**src/rtl/serial_adder_pkg.sv**
```systemverilog
// Shared types for the bit-serial adder: controller state encoding and counter sizing.
package serial_adder_pkg;

  typedef enum logic [1:0] {
    IDLE = 2'd0,
    RUN  = 2'd1,
    DONE = 2'd2
  } state_t;

  // Bit counter must index 0..width-1 and never collapse to zero bits.
  function automatic int cnt_width(input int width);
    return (width <= 2) ? 1 : $clog2(width);
  endfunction

endpackage

```
**src/rtl/serial_adder_ctrl_if.sv**
```systemverilog
// Operand/result handshake bundle for serial_adder_ctrl; slave = adder, master = requester.
// Optional subtract-select signal present only when SERIAL_ADDER_SUB_EN is defined.
interface serial_adder_ctrl_if #(
  parameter int WIDTH = 8
) ();

  logic             start_valid;
  logic             start_ready;
  logic [WIDTH-1:0] a_in;
  logic [WIDTH-1:0] b_in;
  logic             cin;
  logic             busy;
  logic [WIDTH-1:0] sum_out;
  logic             cout;
  logic             overflow;
  logic             done_valid;
  logic             done_ready;
`ifdef SERIAL_ADDER_SUB_EN
  logic             sub;
`endif

  modport slave (
`ifdef SERIAL_ADDER_SUB_EN
    input  sub,
`endif
    input  start_valid, a_in, b_in, cin, done_ready,
    output start_ready, busy, sum_out, cout, overflow, done_valid
  );

  modport master (
`ifdef SERIAL_ADDER_SUB_EN
    output sub,
`endif
    output start_valid, a_in, b_in, cin, done_ready,
    input  start_ready, busy, sum_out, cout, overflow, done_valid
  );

endinterface

```
**src/rtl/serial_adder_ctrl_fa.sv**
```systemverilog
// Combinational 1-bit full adder cell shared by the serial datapath; zero latency, no flow control.
module full_adder (
  input  logic a,
  input  logic b,
  input  logic c,
  output logic s,
  output logic ca
);

  assign s  = a ^ b ^ c;
  assign ca = (a & b) | (c & (a ^ b));

endmodule

```
**src/rtl/serial_adder_ctrl.sv**
```systemverilog
// Bit-serial adder: WIDTH cycles LSB-first through one full_adder; result held until done_ready.
// Latency WIDTH cycles after accept; SERIAL_ADDER_SUB_EN adds a subtract mode (sub port).
module serial_adder_ctrl
  import serial_adder_pkg::*;
#(
  parameter int WIDTH = 8
) (
  input  logic               clk,
  input  logic               rst,
  serial_adder_ctrl_if.slave bus
);

  localparam int             CW   = cnt_width(WIDTH);
  localparam logic [CW-1:0]  LAST = CW'(WIDTH - 1);

  state_t           r_state;
  state_t           w_next_state;
  logic [WIDTH-1:0] r_a_sh;
  logic [WIDTH-1:0] r_b_sh;
  logic [WIDTH-1:0] r_sum_sh;
  logic [CW-1:0]    r_cnt;
  logic             r_carry;
  logic             r_cout;
  logic             r_ovf;

  logic             w_s;
  logic             w_ca;
  logic             w_accept;
  logic             w_last;
  logic [WIDTH-1:0] w_b_load;
  logic             w_cin_load;

`ifdef SERIAL_ADDER_SUB_EN
  // Subtraction as a + ~b + 1; cout then reads as "no borrow".
  assign w_b_load   = bus.sub ? ~bus.b_in : bus.b_in;
  assign w_cin_load = bus.sub ? 1'b1 : bus.cin;
`else
  assign w_b_load   = bus.b_in;
  assign w_cin_load = bus.cin;
`endif

  assign w_last = (r_cnt == LAST);

  full_adder u_fa (
    .a  (r_a_sh[0]),
    .b  (r_b_sh[0]),
    .c  (r_carry),
    .s  (w_s),
    .ca (w_ca)
  );

  always_comb begin
    w_next_state    = r_state;
    w_accept        = 1'b0;
    bus.start_ready = 1'b0;
    bus.busy        = 1'b0;
    bus.done_valid  = 1'b0;
    case (r_state)
      IDLE: begin
        bus.start_ready = 1'b1;
        if (bus.start_valid) begin
          w_accept     = 1'b1;
          w_next_state = RUN;
        end
      end
      RUN: begin
        bus.busy = 1'b1;
        if (w_last) w_next_state = DONE;
      end
      DONE: begin
        bus.done_valid = 1'b1;
        if (bus.done_ready) w_next_state = IDLE;
      end
      default: w_next_state = IDLE;
    endcase
  end

  always_ff @(posedge clk or posedge rst) begin
    if (rst) r_state <= IDLE;
    else     r_state <= w_next_state;
  end

  always_ff @(posedge clk or posedge rst) begin
    if (rst) begin
      r_a_sh   <= '0;
      r_b_sh   <= '0;
      r_sum_sh <= '0;
      r_cnt    <= '0;
      r_carry  <= 1'b0;
      r_cout   <= 1'b0;
      r_ovf    <= 1'b0;
    end else if (w_accept) begin
      r_a_sh  <= bus.a_in;
      r_b_sh  <= w_b_load;
      r_carry <= w_cin_load;
      r_cnt   <= '0;
    end else if (r_state == RUN) begin
      r_a_sh   <= r_a_sh >> 1;
      r_b_sh   <= r_b_sh >> 1;
      // Sum bit enters at the MSB; after WIDTH shifts bit 0 lands in place.
      r_sum_sh <= WIDTH'({w_s, r_sum_sh} >> 1);
      r_carry  <= w_ca;
      if (w_last) begin
        r_cout <= w_ca;
        r_ovf  <= r_carry ^ w_ca;
      end else begin
        r_cnt <= r_cnt + 1'b1;
      end
    end
  end

  assign bus.sum_out  = r_sum_sh;
  assign bus.cout     = r_cout;
  assign bus.overflow = r_ovf;

endmodule
```
**src/flat_wrapper.sv**
```systemverilog
// flat-port wrapper written by rule: the top's interface ports become plain ports
module serial_adder_ctrl_flat import serial_adder_pkg::*;
#(
  parameter int WIDTH = 8
)
  (clk, rst, bus_start_valid, bus_a_in, bus_b_in, bus_cin, bus_done_ready, bus_start_ready, bus_busy, bus_sum_out, bus_cout, bus_overflow, bus_done_valid);
  serial_adder_ctrl_if #(.WIDTH(WIDTH)) bus_i ();
  input  logic clk;
  input  logic rst;
  input wire logic [$bits(bus_i.start_valid)-1:0] bus_start_valid;
  input wire logic [$bits(bus_i.a_in)-1:0] bus_a_in;
  input wire logic [$bits(bus_i.b_in)-1:0] bus_b_in;
  input wire logic [$bits(bus_i.cin)-1:0] bus_cin;
  input wire logic [$bits(bus_i.done_ready)-1:0] bus_done_ready;
  output wire logic [$bits(bus_i.start_ready)-1:0] bus_start_ready;
  output wire logic [$bits(bus_i.busy)-1:0] bus_busy;
  output wire logic [$bits(bus_i.sum_out)-1:0] bus_sum_out;
  output wire logic [$bits(bus_i.cout)-1:0] bus_cout;
  output wire logic [$bits(bus_i.overflow)-1:0] bus_overflow;
  output wire logic [$bits(bus_i.done_valid)-1:0] bus_done_valid;
  assign bus_i.start_valid = bus_start_valid;
  assign bus_i.a_in = bus_a_in;
  assign bus_i.b_in = bus_b_in;
  assign bus_i.cin = bus_cin;
  assign bus_i.done_ready = bus_done_ready;
  assign bus_start_ready = bus_i.start_ready;
  assign bus_busy = bus_i.busy;
  assign bus_sum_out = bus_i.sum_out;
  assign bus_cout = bus_i.cout;
  assign bus_overflow = bus_i.overflow;
  assign bus_done_valid = bus_i.done_valid;
  serial_adder_ctrl #(.WIDTH(WIDTH)) u_core (.clk(clk), .rst(rst), .bus(bus_i));
endmodule
```
**config.mk**
```make
export PLATFORM = sky130hd
export DESIGN_NAME = serial_adder_ctrl_flat
export DESIGN_NICKNAME = d
export VERILOG_FILES = /design/src/rtl/serial_adder_pkg.sv /design/src/rtl/serial_adder_ctrl_if.sv /design/src/rtl/serial_adder_ctrl_fa.sv /design/src/rtl/serial_adder_ctrl.sv /design/src/flat_wrapper.sv
export SDC_FILE = /design/constraint.sdc
export NUM_CORES = 1
export LEC_CHECK = 0
export ABC_CLOCK_PERIOD_IN_PS = 2000
export CAP_MARGIN = 0
export CORE_MARGIN = 2
export CORE_UTILIZATION = 49
export CTS_CLUSTER_DIAMETER = 150
export DETAILED_ROUTE_END_ITERATION = 8
export PLACE_DENSITY = 0.85
export SETUP_SLACK_MARGIN = 0.4
export SYNTH_ARGS = -nofsm -noshare
export SYNTH_HDL_FRONTEND = slang
export SYNTH_HIERARCHICAL = 1
export SYNTH_SLANG_ARGS = --single-unit
export TNS_END_PERCENT = 50
```
**constraint.sdc**
```tcl
create_clock -name clk -period 2 [get_ports clk]
set_clock_uncertainty 0.15 [all_clocks]
set_input_delay 0.4 -clock clk [delete_from_list [all_inputs] [get_ports clk]]
set_output_delay 0.4 -clock clk [all_outputs]
set_load 0.02 [all_outputs]
```
==> summary.txt, run 1 <==
Status
  • Status: finished, final reports clean

Detailed routing
  • WL final: about 3300 microns
  • Routed len/inst: 15.9 microns
  • Vias: 1,236
  • Vias/cell: between 5 and 6
  • DR iter-0 viols: between 40 and 50
  • # DRC: 0
  • Pre-antenna DRT Iters: 4
  • Routed Antenna Nets: 0

CTS
  • Worst-path clk slew: about 0.090 ns
  • Hold-fix buffer count after cts: 0
  • Number of buffers created by CTS: 5
  • CTS tree: done
  • Clock root cell: clkbuf_4
  • Sink Count: 32
  • Maximum buffer depth of the clock tree: 2
  • Clock Latency Late Sink: approximately 0.34 ns
  • H-tree Lvls: 2

Power and ir drop
  • Peak supply drop: 1040 uV
  • Total Power: just under 3 mW
  • Leak: between 0.8 and 0.9 nW
  • PwrDens: 1520 nW/um^2

Place
  • DP Worst Slack: roughly 0.11 ns
  • Port bufs: 33
  • HPWL Detailed: between 2000 and 2500 microns
  • Gpl congestion: between 0.7 and 0.8

STA
  • Final min period: ~1.7 ns
  • Setup Viol. Count Final: 0
  • Unrepaired setup endpoints after global routing: true
  • Hold Vio Cnt, Final: 0
  • Worst Slack Setup Final: ~0.35 ns
  • Post-Route Setup TNS: 0 ns
  • Fmax: 0.606 GHz
  • Final slew viol count: 0
  • Max-slew headroom: around 73%
  • Tcrit/Tclk final: between 80 and 90%
  • Slew @ Worst Pin: just over 0.4 ns

Setup path
  • Crit path required time: 1.45 ns
  • R2R Setup Slk: about 0.46 ns
  • R2r endpoint: u_core/bus.overflow
  • Worst EP arrival: 1.10 ns
  • Worst r2r src: u_core/r_a_sh[0]
  • Reg2reg path depth: 3
  • Crit start category: flop
  • CP Max Fanout: 5
  • CP Capture Type: output port
  • Crit Path Class: flop to output port

Yosys
  • Distinct cells, synth: 29
  • Mapped Cells: around 140
  • Cell area after synthesis: 1450 sq um
  • Seq/Total Area, Yosys: a little under three fifths
  • Avg Inst Size Synth: ~11 sq um
  • Post-Syn Nets: 160
  • Yosys top cell by area: dfrtp_1
  • Top post-synthesis cells by area: dfrtp_1 (55%), o22ai_1 (7.3%), nand2_1 (7.2%)
  • Yosys top cell area share: ~55%
  • Number of synthesis warnings: 6
  • Synthesis-stage register bit count: 32

Cells and area
  • Share of layout cells above drive strength 1: between 20% and 30%
  • Nets@finish: ~200
  • Fill cells: roughly 200
  • Antenna diode count: 0
  • Commonest cells after routing, fill and taps aside: dfrtp_1 (31), nand2_1 (28), clkdlybuf4s50_1 (20)
  • Register area: around 800 sq um
  • Commonest non-fill, non-tap cell in the layout: dfrtp_1
  • Multi-input gate area: 606 sq um
  • Area grow syn2layout: 34.2%

Floorplan
  • Die Wd: 58.4 microns
  • Die height: 58.4 microns
  • Site row count: 19
  • I/O Pins: 34
  • Die outline area: between 3000 and 4000 sq um
  • Core Region: roughly 2800 sq um
  • Initial cell density of the core: 52.2%

Global route
  • Global-route wire length before repair: ~5700 microns
  • Vias in the first global route: about 1,300
  • GRT Resource Usage Total: 22.8%
  • Total grt overflow: 0
  • Largest net degree at the start of global routing: 33
  • Initial antenna violation count: 0

Worst hold path
  • Worst min path class: primary input to asynchronous set/reset pin

Job
  • MaxCap Viol Count: 0
cell families after synthesis:
family / after synthesis / synth area share [%]
adders and majority gates: 3 / 3.10
xor gates and xnor gates: 1 / 0.603
buffers and inverters: 14 / 5.43
and+or+nand+nor: 43 / 13.5
muxes: 2 / 2.07
DFF: 32 / 55.1
AOI/OAI and AO/OA: 41 / 20.2
cells in the mapped netlist:
| master | n |
|---|---|
| dfrtp_1 | 32 |
| nand2_1 | 28 |
| o22ai_1 | 17 |
| a21oi_1 | 7 |
| inv_1 | 6 |
| a2bb2oi_1 | 4 |
| nand2b_1 | 4 |
| nor2_1 | 4 |
| a22oi_1 | 3 |
| buf_2 | 3 |
| nand3b_1 | 3 |
| o221a_2 | 3 |
| a32o_1 | 2 |
| buf_4 | 2 |
| ha_1 | 2 |
| mux2_4 | 2 |
| nand3_1 | 2 |
| buf_6 | 1 |
| clkbuf_1 | 1 |
| fa_1 | 1 |
| inv_8 | 1 |
| nand2_4 | 1 |
| nor3b_1 | 1 |
| o211ai_1 | 1 |
| o21ai_0 | 1 |
| o21bai_2 | 1 |
| o311ai_0 | 1 |
| o31ai_1 | 1 |
| xor2_1 | 1 |
stage by stage:
step                std cells  instance area [sq um]  hold WS (ns)  utilization (%)
floorplan                 136                   1450         0.316                -
detailed placement        201                   1840         0.324             66.0
global placement          201                   1840         0.316             66.0
CTS                       211                   1930         0.299             69.4
global route              211                   1950         0.347             70.1
finish                    211                   1950         0.297             70.1
how the worst max path moves through the flow:
stage,start,end,slack [ns]
2_1_floorplan,u_core/r_state[1],bus_done_valid,0.48
3_3_place_gp,u_core/r_state[1],bus_start_ready,0.13
3_5_place_dp,u_core/r_state[1],bus_busy,0.11
4_1_cts,u_core/r_state[1],bus_start_ready,0.35
5_1_grt,u_core/r_state[0],bus_busy,0.30
6_report,u_core/r_state[0],bus_busy,0.35
routing by layer:
| metal | global-route usage (%) | vias up | part of all wire [%] |
|---|---|---|---|
| met1 | 27.0 | 599 | 41 |
| met3 | 8.57 | 6 | 7.4 |
| met4 | 8.64 | 0 | 1.7 |
| met2 | 37.7 | 51 | 50 |
| li1 | - | 580 | - |
| met5 | 0 | - | 0 |
critical path: stages (launching register included):
cell,delay [ns]
dfrtp_2,0.49
nand2b_4,0.13
inv_8,0.03
buf_6,0.12
flip-flops by register name, indices dropped and copies added, names as in the netlist:
signal / count
u_core/r_a_sh: 8
u_core/r_b_sh: 8
u_core/bus.sum_out: 8
u_core/r_state: 2
u_core/bus.cout: 1
u_core/r_cnt: 3
u_core/r_carry: 1
u_core/bus.overflow: 1
report_power, final:
part / internal, mW / switching, mW
registers: 0.943 / 0.233
logic: 0.667 / 0.737
clock network: 0.173 / 0.208
final cells by class:
class / instances / share of cell area [%]
Sequential cell: 32 / 41.1
Multi-Input combinational cell: 90 / 31.1
Clock buffer: 8 / 3.02
Inverter: 7 / 1.93
Tap cell: 31 / 1.99
Timing Repair Buffer: 43 / 20.9
repair_timing:
item | in CTS | in global routing
buffers inserted | 2 | 0
resized for setup | 41 | 6
setup endpoints to repair | 14 | 19
Note: power is estimated with default switching activity, not from simulation.
==> run 2: changes to the inputs <==
- ABC_CLOCK_PERIOD_IN_PS: 2000 -> 1380
- CORE_UTILIZATION: 49 -> 44
- PLACE_DENSITY: 0.85 -> 0.81
- clock period: 2 -> 1.38 ns (I/O delays scaled with it)
==> summary.txt, run 2 (same netlist as run 1, synthesis figures left out) <==
Place
  • Gpl congestion: 0.721
  • DP Area: approximately 2100 sq um
  • HPWL Detailed: 2600 microns
  • Port bufs: 33
  • Placed insts: 233

Job
  • MaxCap Viol Count: 0

STA
  • Slew @ Worst Pin: around 0.36 ns
  • Unrepaired setup endpoints after global routing: true
  • Final min period: approximately 1.6 ns
  • Setup Viol. Count Final: 27
  • Tcrit/Tclk final: 114%
  • Fmax: around 0.64 GHz
  • Hold Vio Cnt, Final: 0
  • Max-slew headroom: about three quarters
  • Post-Route Setup TNS: -2.34 ns
  • Worst Slack Setup Final: -0.193 ns
  • Final slew viol count: 0

Cells and area
  • Nets@finish: about 240
  • Antenna diode count: 0
  • Design area: approximately 2700 sq um
  • Area grow syn2layout: 82.6%
  • Commonest non-fill, non-tap cell in the layout: dfrtp_1
  • Non-filler cells, final: 256
  • Commonest cells after routing, fill and taps aside: dfrtp_1 (30), buf_4 (28), nand2_1 (27)
  • Core Util, Final: between 80 and 90%
  • Share of layout cells above drive strength 1: approximately 54%

Global route
  • Global-route wire length before repair: 6080 microns
  • Total grt overflow: 0
  • Initial antenna violation count: 0
  • Vias in the first global route: ~1,400
  • Largest net degree at the start of global routing: 33
  • GRT Resource Usage Total: 22.6%

Detailed routing
  • Vias/cell: ~5.6
  • DR iter-0 viols: 57
  • Vias: between 1,000 and 1,500
  • # DRC: 0
  • WL final: 4830 microns
  • Pre-antenna DRT Iters: 4
  • Routed Antenna Nets: 0
  • Routed len/inst: about 19 microns

Power and ir drop
  • PwrDens: around 2400 nW/um^2
  • Leak: 1.17 nW
  • Peak supply drop: roughly 1400 uV

Setup path
  • Worst EP arrival: around 1.2 ns
  • Crit start category: flop
  • Crit Path Class: flop to output port
  • Crit path required time: about 0.95 ns
  • CP Capture Type: output port
  • CP Max Fanout: 4

Floorplan
  • Die height: 61.5 microns
  • Site row count: 20
  • Initial cell density of the core: 46.8%
  • Core Region: 3100 sq um
  • Die outline area: around 3800 sq um
  • I/O Pins: 34
  • Die Wd: roughly 61 microns

CTS
  • Clock root cell: clkbuf_4
  • Clock Latency Late Sink: 0.36 ns
  • Worst-path clk slew: about 0.11 ns
  • CTS tree: done
  • H-tree Lvls: 2
  • Hold-fix buffer count after cts: 0
  • Sink Count: 32
  • Maximum buffer depth of the clock tree: 2
  • Number of buffers created by CTS: 5

Status
  • Failing checks: setup timing
  • Status: finished with violations

Worst hold path
  • Worst min path class: primary input to asynchronous set/reset pin
[run 2: changes by cell type in the layout (fill, tap and decap cells not counted), moves of 6 or more]
cell	previous run	this run
o22ai_1	17	3
buf_6	4	21
buf_4	9	28
dlygate4sd2_1	6	0
o22ai_2	0	10
[run 2: report_power, final]
part	internal, mW	total [mW]	switching (mW)	leakage [nW]
Sequential	1.37	1.81	0.447	0.380
Clock	0.481	0.828	0.347	0.0515
Combinational	2.07	3.73	1.66	0.738
[run 2: repair_timing]
item | 4_1_cts | 5_1_grt
pin swaps | 6 | 20
setup buffers | 8 | 7
gates resized for setup | 86 | 51
endpoints found under the setup margin | 45 | 45
[run 2: area by class of cell]
cell class	instances	area (sq um)
multi-input combinational	90	893
sequential	32	803
timing repair buffer	75	759
fill	168	450
clock buffer	7	65.1
tap	44	55.1
inverter	7	46.3
clock inverter	1	30.0
[run 2: critical path: stages, from the launching register on]
cell and delay, ns:
dfrtp_2 0.45, nand2b_4 0.18, inv_8 0.06, buf_6 0.10
[run 2: layer usage]
layer	up-vias	GRT usage, %	wire length (microns)
met5	-	0	0
li1	643	-	-
met2	48	40.0	2540
met1	719	25.2	1970
met3	11	7.77	207
met4	0	8.21	114
[run 2: path summary, 6_finish.rpt]
kind	start	cells after the start	to	slack (ns)
setup reg to reg	u_core/r_a_sh[0]	3	u_core/bus.overflow	-0.14
setup / recovery	u_core/r_state[1]	3	bus_busy	-0.19
hold / removal	rst	3	u_core/bus.overflow	0.11
max in group asynchronous	rst	3	u_core/r_state[0]	0.78
min in group clk	bus_start_valid	2	u_core/r_b_sh[7]	0.32
hold reg to reg	u_core/bus.sum_out[0]	2	u_core/bus.sum_out[0]	0.40
[run 2: metrics by stage]
| stage | total power, mW | setup WS [ns] | hold slack (ns) |
|---|---|---|---|
| floorplan | 3.26 | -0.0754 | 0.209 |
| global placement | 4.15 | -0.301 | 0.303 |
| detailed placement | 4.30 | -0.335 | 0.314 |
| CTS | 5.41 | -0.189 | 0.118 |
| global route | 6.68 | -0.227 | 0.128 |
| finish | 6.37 | -0.193 | 0.108 |
==> run 3: changes to the inputs <==
- HOLD_SLACK_MARGIN: default -> 0.05
==> results of run 3 <==
No change in the layout: final DEF, timing and power equal those of run 2.
